## config.mk

```make
export PLATFORM = sky130hd
export DESIGN_NAME = apb_slave_responder
export DESIGN_NICKNAME = d
export VERILOG_FILES = /design/src/rtl/apb_slv_pkg.sv /design/src/rtl/apb_slv_lfsr.sv /design/src/rtl/apb_slave_responder.sv
export SDC_FILE = /design/constraint.sdc
export NUM_CORES = 1
export LEC_CHECK = 0
export BUFFER_PORTS_ARGS = -buffer_cell sky130_fd_sc_hd__clkbuf_2
export CORE_ASPECT_RATIO = 2
export CORE_UTILIZATION = 50
export CTS_CLUSTER_SIZE = 16
export DETAILED_ROUTE_END_ITERATION = 7
export GPL_TIMING_DRIVEN = 1
export PLACE_DENSITY = 0.67
export SYNTH_ARGS = -nofsm -noshare
export SYNTH_HDL_FRONTEND = slang
export SYNTH_SLANG_ARGS = --single-unit
```

## constraint.sdc

```tcl
create_clock -name clk -period 6.15 [get_ports clk]
set_clock_uncertainty 0.15 [all_clocks]
set_input_delay 0.3075 -clock clk [delete_from_list [all_inputs] [get_ports clk]]
set_output_delay 0.3075 -clock clk [all_outputs]
set_load 0.01 [all_outputs]
```

## src/rtl/apb_slv_pkg.sv

```systemverilog
// Shared types and constants for the APB register-bank completer.
package apb_slv_pkg;

  localparam int unsigned APB_DATA_W = 32;
  localparam int unsigned WAIT_W     = 4;
  localparam int unsigned LFSR_W     = 16;

  localparam logic [LFSR_W-1:0] LFSR_SEED = 16'hACE1;
  // Taps 16,14,13,11 expressed as state bits 15,13,12,10.
  localparam logic [LFSR_W-1:0] LFSR_TAPS = 16'hB400;

  typedef enum logic [1:0] {
    IDLE   = 2'd0,
    ACCESS = 2'd1,
    DONE   = 2'd2
  } state_e;

  typedef logic [APB_DATA_W-1:0] word_t;

endpackage

```

## src/rtl/apb_slv_lfsr.sv

```systemverilog
// 16-bit Fibonacci LFSR stepped once per enable; exposes the low nibble
// used to randomise the wait-state count.
module apb_slv_lfsr
  import apb_slv_pkg::*;
(
  input  logic              clk,
  input  logic              rst_n,
  input  logic              en,
  output logic [WAIT_W-1:0] value
);

  logic [LFSR_W-1:0] lfsr;

  // Shift left, feeding back the XOR of the tapped bits.
  always_ff @(posedge clk or negedge rst_n) begin
    if (!rst_n) begin
      lfsr <= LFSR_SEED;
    end else if (en) begin
      lfsr <= {lfsr[LFSR_W-2:0], ^(lfsr & LFSR_TAPS)};
    end
  end

  assign value = lfsr[WAIT_W-1:0];

endmodule

```

## src/rtl/apb_slave_responder.sv

```systemverilog
// APB3 completer with a word-addressed register bank, programmable wait
// states and PSLVERR on misaligned / out-of-range accesses.
// Optional: define APB_SLV_LFSR_WAIT_EN to mask the wait count with an LFSR.
module apb_slave_responder
  import apb_slv_pkg::*;
#(
  parameter int unsigned       ADDR_W      = 32,
  parameter int unsigned       DATA_W      = 32,
  parameter int unsigned       NUM_REGS    = 16,
  parameter logic [ADDR_W-1:0] BASE_ADDR   = '0,
  parameter int unsigned       WAIT_CYCLES = 0
) (
  input  logic              clk,
  input  logic              rst_n,
  input  logic              psel,
  input  logic              penable,
  input  logic              pwrite,
  input  logic [ADDR_W-1:0] paddr,
  input  logic [DATA_W-1:0] pwdata,
  output logic [DATA_W-1:0] prdata,
  output logic              pready,
  output logic              pslverr
);

  localparam int unsigned       IDX_W     = $clog2(NUM_REGS);
  localparam logic [ADDR_W-3:0] REG_LIMIT = (ADDR_W-2)'(NUM_REGS);
  localparam logic [WAIT_W-1:0] WAIT_LOAD = WAIT_W'(WAIT_CYCLES);

  state_e            state_q, state_d;
  logic [WAIT_W-1:0] cnt_q, cnt_d;
  logic [IDX_W-1:0]  idx_q;
  logic              write_q;
  logic              err_q;
  logic [DATA_W-1:0] wdata_q;
  word_t             regs [NUM_REGS];

  logic [ADDR_W-1:0] off_c;
  logic              err_c;
  logic [WAIT_W-1:0] load_c;
  logic              setup_c;
  logic              commit_c;
  logic              pready_d;
  logic              pslverr_d;
  logic [DATA_W-1:0] prdata_d;

  // Address decode of the setup-phase address.
  always_comb begin
    off_c = paddr - BASE_ADDR;
    err_c = (paddr < BASE_ADDR) || (off_c[1:0] != 2'b00) ||
            (off_c[ADDR_W-1:2] >= REG_LIMIT);
  end

`ifdef APB_SLV_LFSR_WAIT_EN
  logic [WAIT_W-1:0] lfsr_nib;

  apb_slv_lfsr u_lfsr (
    .clk   (clk),
    .rst_n (rst_n),
    .en    (setup_c),
    .value (lfsr_nib)
  );

  assign load_c = lfsr_nib & WAIT_LOAD;
`else
  assign load_c = WAIT_LOAD;
`endif

  // State register.
  always_ff @(posedge clk or negedge rst_n) begin
    if (!rst_n) state_q <= IDLE;
    else        state_q <= state_d;
  end

  // Next state and next registered response.
  always_comb begin
    state_d   = state_q;
    cnt_d     = cnt_q;
    setup_c   = 1'b0;
    commit_c  = 1'b0;
    pready_d  = 1'b0;
    pslverr_d = 1'b0;
    prdata_d  = '0;
    unique case (state_q)
      IDLE: begin
        if (psel && !penable) begin
          setup_c = 1'b1;
          cnt_d   = load_c;
          state_d = ACCESS;
        end
      end
      ACCESS: begin
        if (!psel) begin
          state_d = IDLE;
        end else if (penable) begin
          if (cnt_q != '0) begin
            cnt_d = cnt_q - WAIT_W'(1);
          end else begin
            state_d   = DONE;
            pready_d  = 1'b1;
            pslverr_d = err_q;
            if (!err_q && !write_q) prdata_d = DATA_W'(regs[idx_q]);
          end
        end
      end
      DONE: begin
        commit_c = write_q && !err_q;
        state_d  = IDLE;
      end
      default: state_d = IDLE;
    endcase
  end

  // Wait counter, latched setup phase and registered response.
  always_ff @(posedge clk or negedge rst_n) begin
    if (!rst_n) begin
      cnt_q   <= '0;
      idx_q   <= '0;
      write_q <= 1'b0;
      err_q   <= 1'b0;
      wdata_q <= '0;
      pready  <= 1'b0;
      pslverr <= 1'b0;
      prdata  <= '0;
    end else begin
      cnt_q   <= cnt_d;
      pready  <= pready_d;
      pslverr <= pslverr_d;
      prdata  <= prdata_d;
      if (setup_c) begin
        idx_q   <= off_c[IDX_W+1:2];
        write_q <= pwrite;
        err_q   <= err_c;
        wdata_q <= pwdata;
      end
    end
  end

  // Register bank; writes commit during the DONE cycle.
  always_ff @(posedge clk or negedge rst_n) begin
    if (!rst_n) begin
      for (int unsigned i = 0; i < NUM_REGS; i++) regs[i] <= '0;
    end else if (commit_c) begin
      regs[idx_q] <= APB_DATA_W'(wdata_q);
    end
  end

endmodule

```

==> results.tsv, run 1 <==
metric	value	unit
Final Hold Vio Count	0	
CTS sink cnt	590	
CTS HTree Levels	2	
post-synth net total	1633	
most common cell after layout, fill and taps aside	dfrtp_1	
I/O Pins	103	
TritonCTS clock tree	built	
cell area power density	287.2	nW/µm²
crit path launch type	flip-flop	
global-route wire length before repair	92.07	mm
clock-pin slew on the worst setup and hold paths	70	ps
deepest clock path buffer count	3	
largest net degree at the start of global routing	166	
Synth area leaders	dfrtp_1, mux2_2, mux4_2, mux2i_1, mux2_4	
area growth from synthesis to layout	12.49	%
Comb pwr share	8.7	%
commonest non-fill, non-tap cells in the layout	dfrtp_1, mux2_2, mux4_2	
Crit. End Element	flip-flop	
Synth async-reset ratio	100.0	%
Crit path arrival time	3790	ps
GPL Wtd Cong	0.7412	
sw frac	26.02	%
Top delay family on crit path	buffers and inverters	
pre-CTS setup slack	2594	ps
post-CTS resize count	0	
Die Span Y	323.6	µm
vias in the first global route	15470	
antenna cells	0	
Starting Density	50.76	%
cell area after synthesis	25860	µm²
Distinct cells, synth	40	
final hold slack	66.77	ps
Psw	2.174	mW
P_leak	14.45	nW
die width	162.8	µm
Peak VDD IR	0.3969	mV
post-synth top area share	57.10	%
outcome	finished clean	
Post-Syn Instances	1563	
Max-Cap Viols	0	
routed vias	13970	
count of non-filler cells in the finished layout	2354	
Initial DRC Count	693	
worst setup path startpoint	idx_q[1]	
IO buf count	102	
Final WS setup	2681	ps
Synth Warn #	0	
global route overflow	0	
Final HPWL DP	34.27	mm
slew margin rel.	26.04	%
clock latency on the worst-skew pair	600	ps
Crit path largest cell delay	740	ps
FF+latch count, synth	590	
HP Start	paddr[29]	
Via density	5.934	
critical-path cell with the highest stage delay	dfrtp_4	
initial antenna violation count	0	
layout cells sized above 1	51.18	%
worst-path cell chain	buf_12 > inv_2 > nor4_4 > buf_4 > mux2_2	
CP Buf/Inv Count	3	
Crit Path Max Fanout	79	
total wire length	58.87	mm
GRT Total Usage	23.41	%
TNS Setup	0	ps
die area	52680	µm²
TritonRoute pass-1 iters	4	
core box area	50940	µm²
antenna viol nets, final	0	
placed cells	2218	
Syn Area/Cell	16.54	µm²
min-delay worst type	in2reg	
RSZ-0062 raised after global routing	no	
sequential power share	50.8	%
Critical R2R Launch	idx_q[1]	
Crit Path Class	reg2reg	
Root Buffer Master	clkbuf_16	
Pint	6.179	mW
Setup Viol. Count Final	0	
period utilisation layout	56.40	%
clock power share	40.4	%
number of enable flip-flop cells after synthesis	0	
worst-margin pin slew	1109	ps
Crit path required time	6480	ps
mean routed wirelength per cell	25.01	µm
Max Slew Vio Count	0	
nets@finish	1729	
sequential area share after synthesis	57.10	%
fmax	0.2883	GHz
TritonCTS Buffers	52	
final worst path period need	3469	ps
Placement Rows	117	
detailed-route DRC error count	0	
top_reg_cell synth	dfrtp_1	
area leader, netlist	dfrtp_1	
-- Yosys cell counts, drive strengths merged (2+ instances only) --
| library cell | instances |
|---|---|
| a211oi | 2 |
| a21oi | 3 |
| and3 | 2 |
| and4 | 4 |
| buf | 82 |
| clkbuf | 53 |
| dfrtp | 590 |
| inv | 5 |
| mux2 | 547 |
| mux2i | 64 |
| mux4 | 128 |
| nand2 | 4 |
| nand4 | 10 |
| nand4b | 2 |
| nor2 | 5 |
| nor2b | 2 |
| nor4 | 10 |
| o21ai | 3 |
| o22ai | 32 |
| or4 | 2 |
-- cell families after synthesis --
logic type / synth area share [%]
AOI/OAI and AO/OA: 1.079
and+or+nand+nor: 1.408
DFF: 57.10
muxes: 37.88
buffers and inverters: 2.482
adders and majority gates: 0.04838
-- stage by stage --
stage	cell area, µm²	total power, mW	utilization, %
after floorplan	25860	4.723	-
after global placement	26930	5.029	52.86
after detailed placement	26930	5.050	52.86
after CTS	29090	8.464	57.10
after global routing	29090	8.664	57.10
final	29090	8.353	57.10
-- power groups by stage --
stage               sequential (mW)  clock (mW)  combinational, mW
floorplan                      4.10           0              0.620
global placement               4.31           0              0.716
detailed placement             4.32           0              0.726
CTS                            4.25        3.47              0.749
global route                   4.28        3.60              0.789
finish                         4.25        3.38              0.729
-- sequential cells by signal, summed over array words and instances, names as in the netlist --
register / cells
idx_q: 4
write_q: 1
prdata: 32
regs: 512
wdata_q: 32
state_q: 2
pready: 1
err_q: 1
cnt_q: 4
pslverr: 1
-- layer usage --
layer  share of wire (%)  vias to the layer above  global-route usage (%)
li1                    -                     6017                       -
met1                  39                     7581                   27.93
met2                  54                      266                   42.62
met3                 2.8                      105                   2.544
met4                 3.9                        0                   9.553
met5                   0                        -                       0
-- path summary, 6_finish.rpt --
path	slack [ps]	cells past startpoint	end
worst max-delay path	2680	5	regs[33]
worst min-delay path	70	4	err_q
worst max register to register	2680	5	regs[33]
worst min register to register	330	1	regs[359]
max in group asynchronous	4110	3	idx_q[2]
min in group asynchronous	170	2	wdata_q[30]
-- tightest hold or removal path: stages --
cell and delay (ps):
clkbuf_2 70, nor4_1 30, and3_1 130, a31oi_1 200
-- final cells by class --
class / count / area (µm²)
Clock buffer: 75 / 1498
Clock inverter: 20 / 250.2
Fill cell: 4022 / 21860
Inverter: 5 / 21.27
Multi-Input combinational cell: 833 / 10490
Sequential cell: 590 / 14770
Tap cell: 654 / 818.3
Timing Repair Buffer: 177 / 1236
-- timing repair --
action	in CTS	in global routing
hold endpoints to repair	122	0
hold buffers	41	0
buffers inserted	0	0
(Power assumes the default switching activity.)
==> run 2, diff against run 1 <==
==> constraint.sdc (replaced) <==
create_clock -name clk -period 3.6 [get_ports clk]
set_clock_uncertainty 0.15 [all_clocks]
set_input_delay 0.18 -clock clk [delete_from_list [all_inputs] [get_ports clk]]
set_output_delay 0.18 -clock clk [all_outputs]
set_load 0.01 [all_outputs]
==> run 2 against run 1 <==
Net effect:
- routed wire length rose by 2.8%
- combinational power rose by 73%
- core utilization rose by 0.43 points
- first-iteration DRC count fell by 7.5%
- register-to-register slack got worse by 2000 ps
- flip-flop and latch count did not move
- power rose by 70%
- die area did not move
- sequential share of layout area fell by 0.38 points
- clock power rose by 69%
- hold slack got worse by 44 ps
- final cell count rose by 0.85%
- critical endpoint is now prdata[2]
- largest cell class unchanged
- largest power group unchanged
==> results.tsv, run 2 (synthesis gave the netlist of run 1 again) <==
metric	value	unit
outcome	finished clean	
GPL Wtd Cong	0.7936	
sequential cell area	14770	µm²
vias in the first global route	15720	
max reg flops	512	
Crit. End Element	flip-flop	
RSZ-0062 raised after global routing	no	
CTS sink cnt	590	
commonest non-fill, non-tap cells in the layout	dfrtp_1, mux2_2, mux4_2	
Peak VDD IR	0.3697	mV
clock-pin slew on the worst setup and hold paths	70	ps
WHS Endpoint	err_q	
nets@finish	1746	
Crit path arrival time	3160	ps
Setup Viol. Count Final	0	
core box area	50940	µm²
detailed-route DRC error count	0	
placed cells	2232	
Largest regs	regs (512), prdata (32), wdata_q (32)	
cell area power density	485.5	nW/µm²
Reg2Reg Depth	4	
count of non-filler cells in the finished layout	2374	
die width	162.8	µm
final hold slack	22.98	ps
IO buf count	102	
GRT Total Usage	24.20	%
reg2reg setup slack	730	ps
antenna viol nets, final	0	
Max Slew Vio Count	0	
Via density	6.000	
largest net degree at the start of global routing	108	
clock latency on the worst-skew pair	590	ps
final worst path period need	2872	ps
Design Area, Final	29310	µm²
total wire length	60.50	mm
Root Buffer Master	clkbuf_16	
Max-Cap Viols	0	
initial antenna violation count	0	
slew margin rel.	47.82	%
post-CTS resize count	0	
fmax	0.3482	GHz
hold_buf cts	44	
mean routed wirelength per cell	25.49	µm
CTS HTree Levels	2	
Final HPWL DP	35.71	mm
Multi-input gate area	10490	µm²
global-route wire length before repair	94.92	mm
layout cells sized above 1	51.63	%
worst-path cell chain	buf_4 > mux4_2 > mux2i_1 > o22ai_1	
Final Hold Vio Count	0	
Die Span Y	323.6	µm
routed vias	14240	
Starting Density	50.76	%
global route overflow	0	
Final WS setup	728.4	ps
pre-CTS setup slack	765.1	ps
P_leak	14.56	nW
TritonCTS Buffers	52	
worst-margin pin slew	782.7	ps
Post-Route Utilization	57.53	%
HP Start	paddr[25]	
FILL cells	4007	
TritonCTS clock tree	built	
Crit Path Max Fanout	28	
Power, Total	14.23	mW
area growth from synthesis to layout	13.34	%
Crit path largest cell delay	750	ps
die area	52680	µm²
Crit Reg-Reg Endpoint	prdata[2]	
min-delay worst type	in2reg	
worst setup path startpoint	idx_q[1]	
period utilisation layout	79.77	%
Placement Rows	117	
worst hold stages	4	
I/O Pins	103	
deepest clock path buffer count	3	
Critical R2R Launch	idx_q[1]	
largest register by flop count	regs	
post-CTS setup buffer count	0	
crit path launch type	flip-flop	
antenna cells	0	
Crit Path Class	reg2reg	
critical-path cell with the highest stage delay	dfrtp_4	
Initial DRC Count	641	
most common cell after layout, fill and taps aside	dfrtp_1	
placed cell area	27110	µm²
Crit path required time	3890	ps
TritonRoute pass-1 iters	4	
TNS Setup	0	ps
==> run 2: how the worst max path moves through the flow <==
stage / cells past startpoint / endpoint / slack [ps]
finish: 4 / prdata[2] / 730
global route: 4 / prdata[2] / 620
CTS: 4 / prdata[2] / 770
detailed placement: 4 / prdata[2] / 770
global placement: 4 / prdata[2] / 760
floorplan: 6 / prdata[10] / 1590
==> run 2: power by group <==
group | internal, mW | switching [mW] | leakage (nW)
combinational | 0.562 | 0.703 | 5.54
sequential | 6.75 | 0.508 | 8.15
clock | 3.23 | 2.47 | 0.863
total | 10.5 | 3.69 | 14.6
==> run 2: critical path, delay by kind of cell (launching register included) <==
kind                   cells  cell delay [ps]
AOI/OAI and AO/OA          1              150
muxes                      2             1050
DFF                        1              750
buffers and inverters      1              590
==> run 2: cell type report <==
cell class | count | area share (%)
Sequential cell | 590 | 50.40
Clock inverter | 22 | 0.7685
Tap cell | 654 | 2.792
Timing Repair Buffer | 194 | 4.969
Clock buffer | 76 | 5.196
Multi-Input combinational cell | 833 | 35.80
Inverter | 5 | 0.07258
==> run 2: metal layers <==
layer,share of wire [%],vias up,GRT usage (%)
li1,-,6070,-
met1,38,7822,29.09
met2,55,261,44.51
met3,3.0,91,2.340
met4,3.5,0,8.847
met5,0,-,0
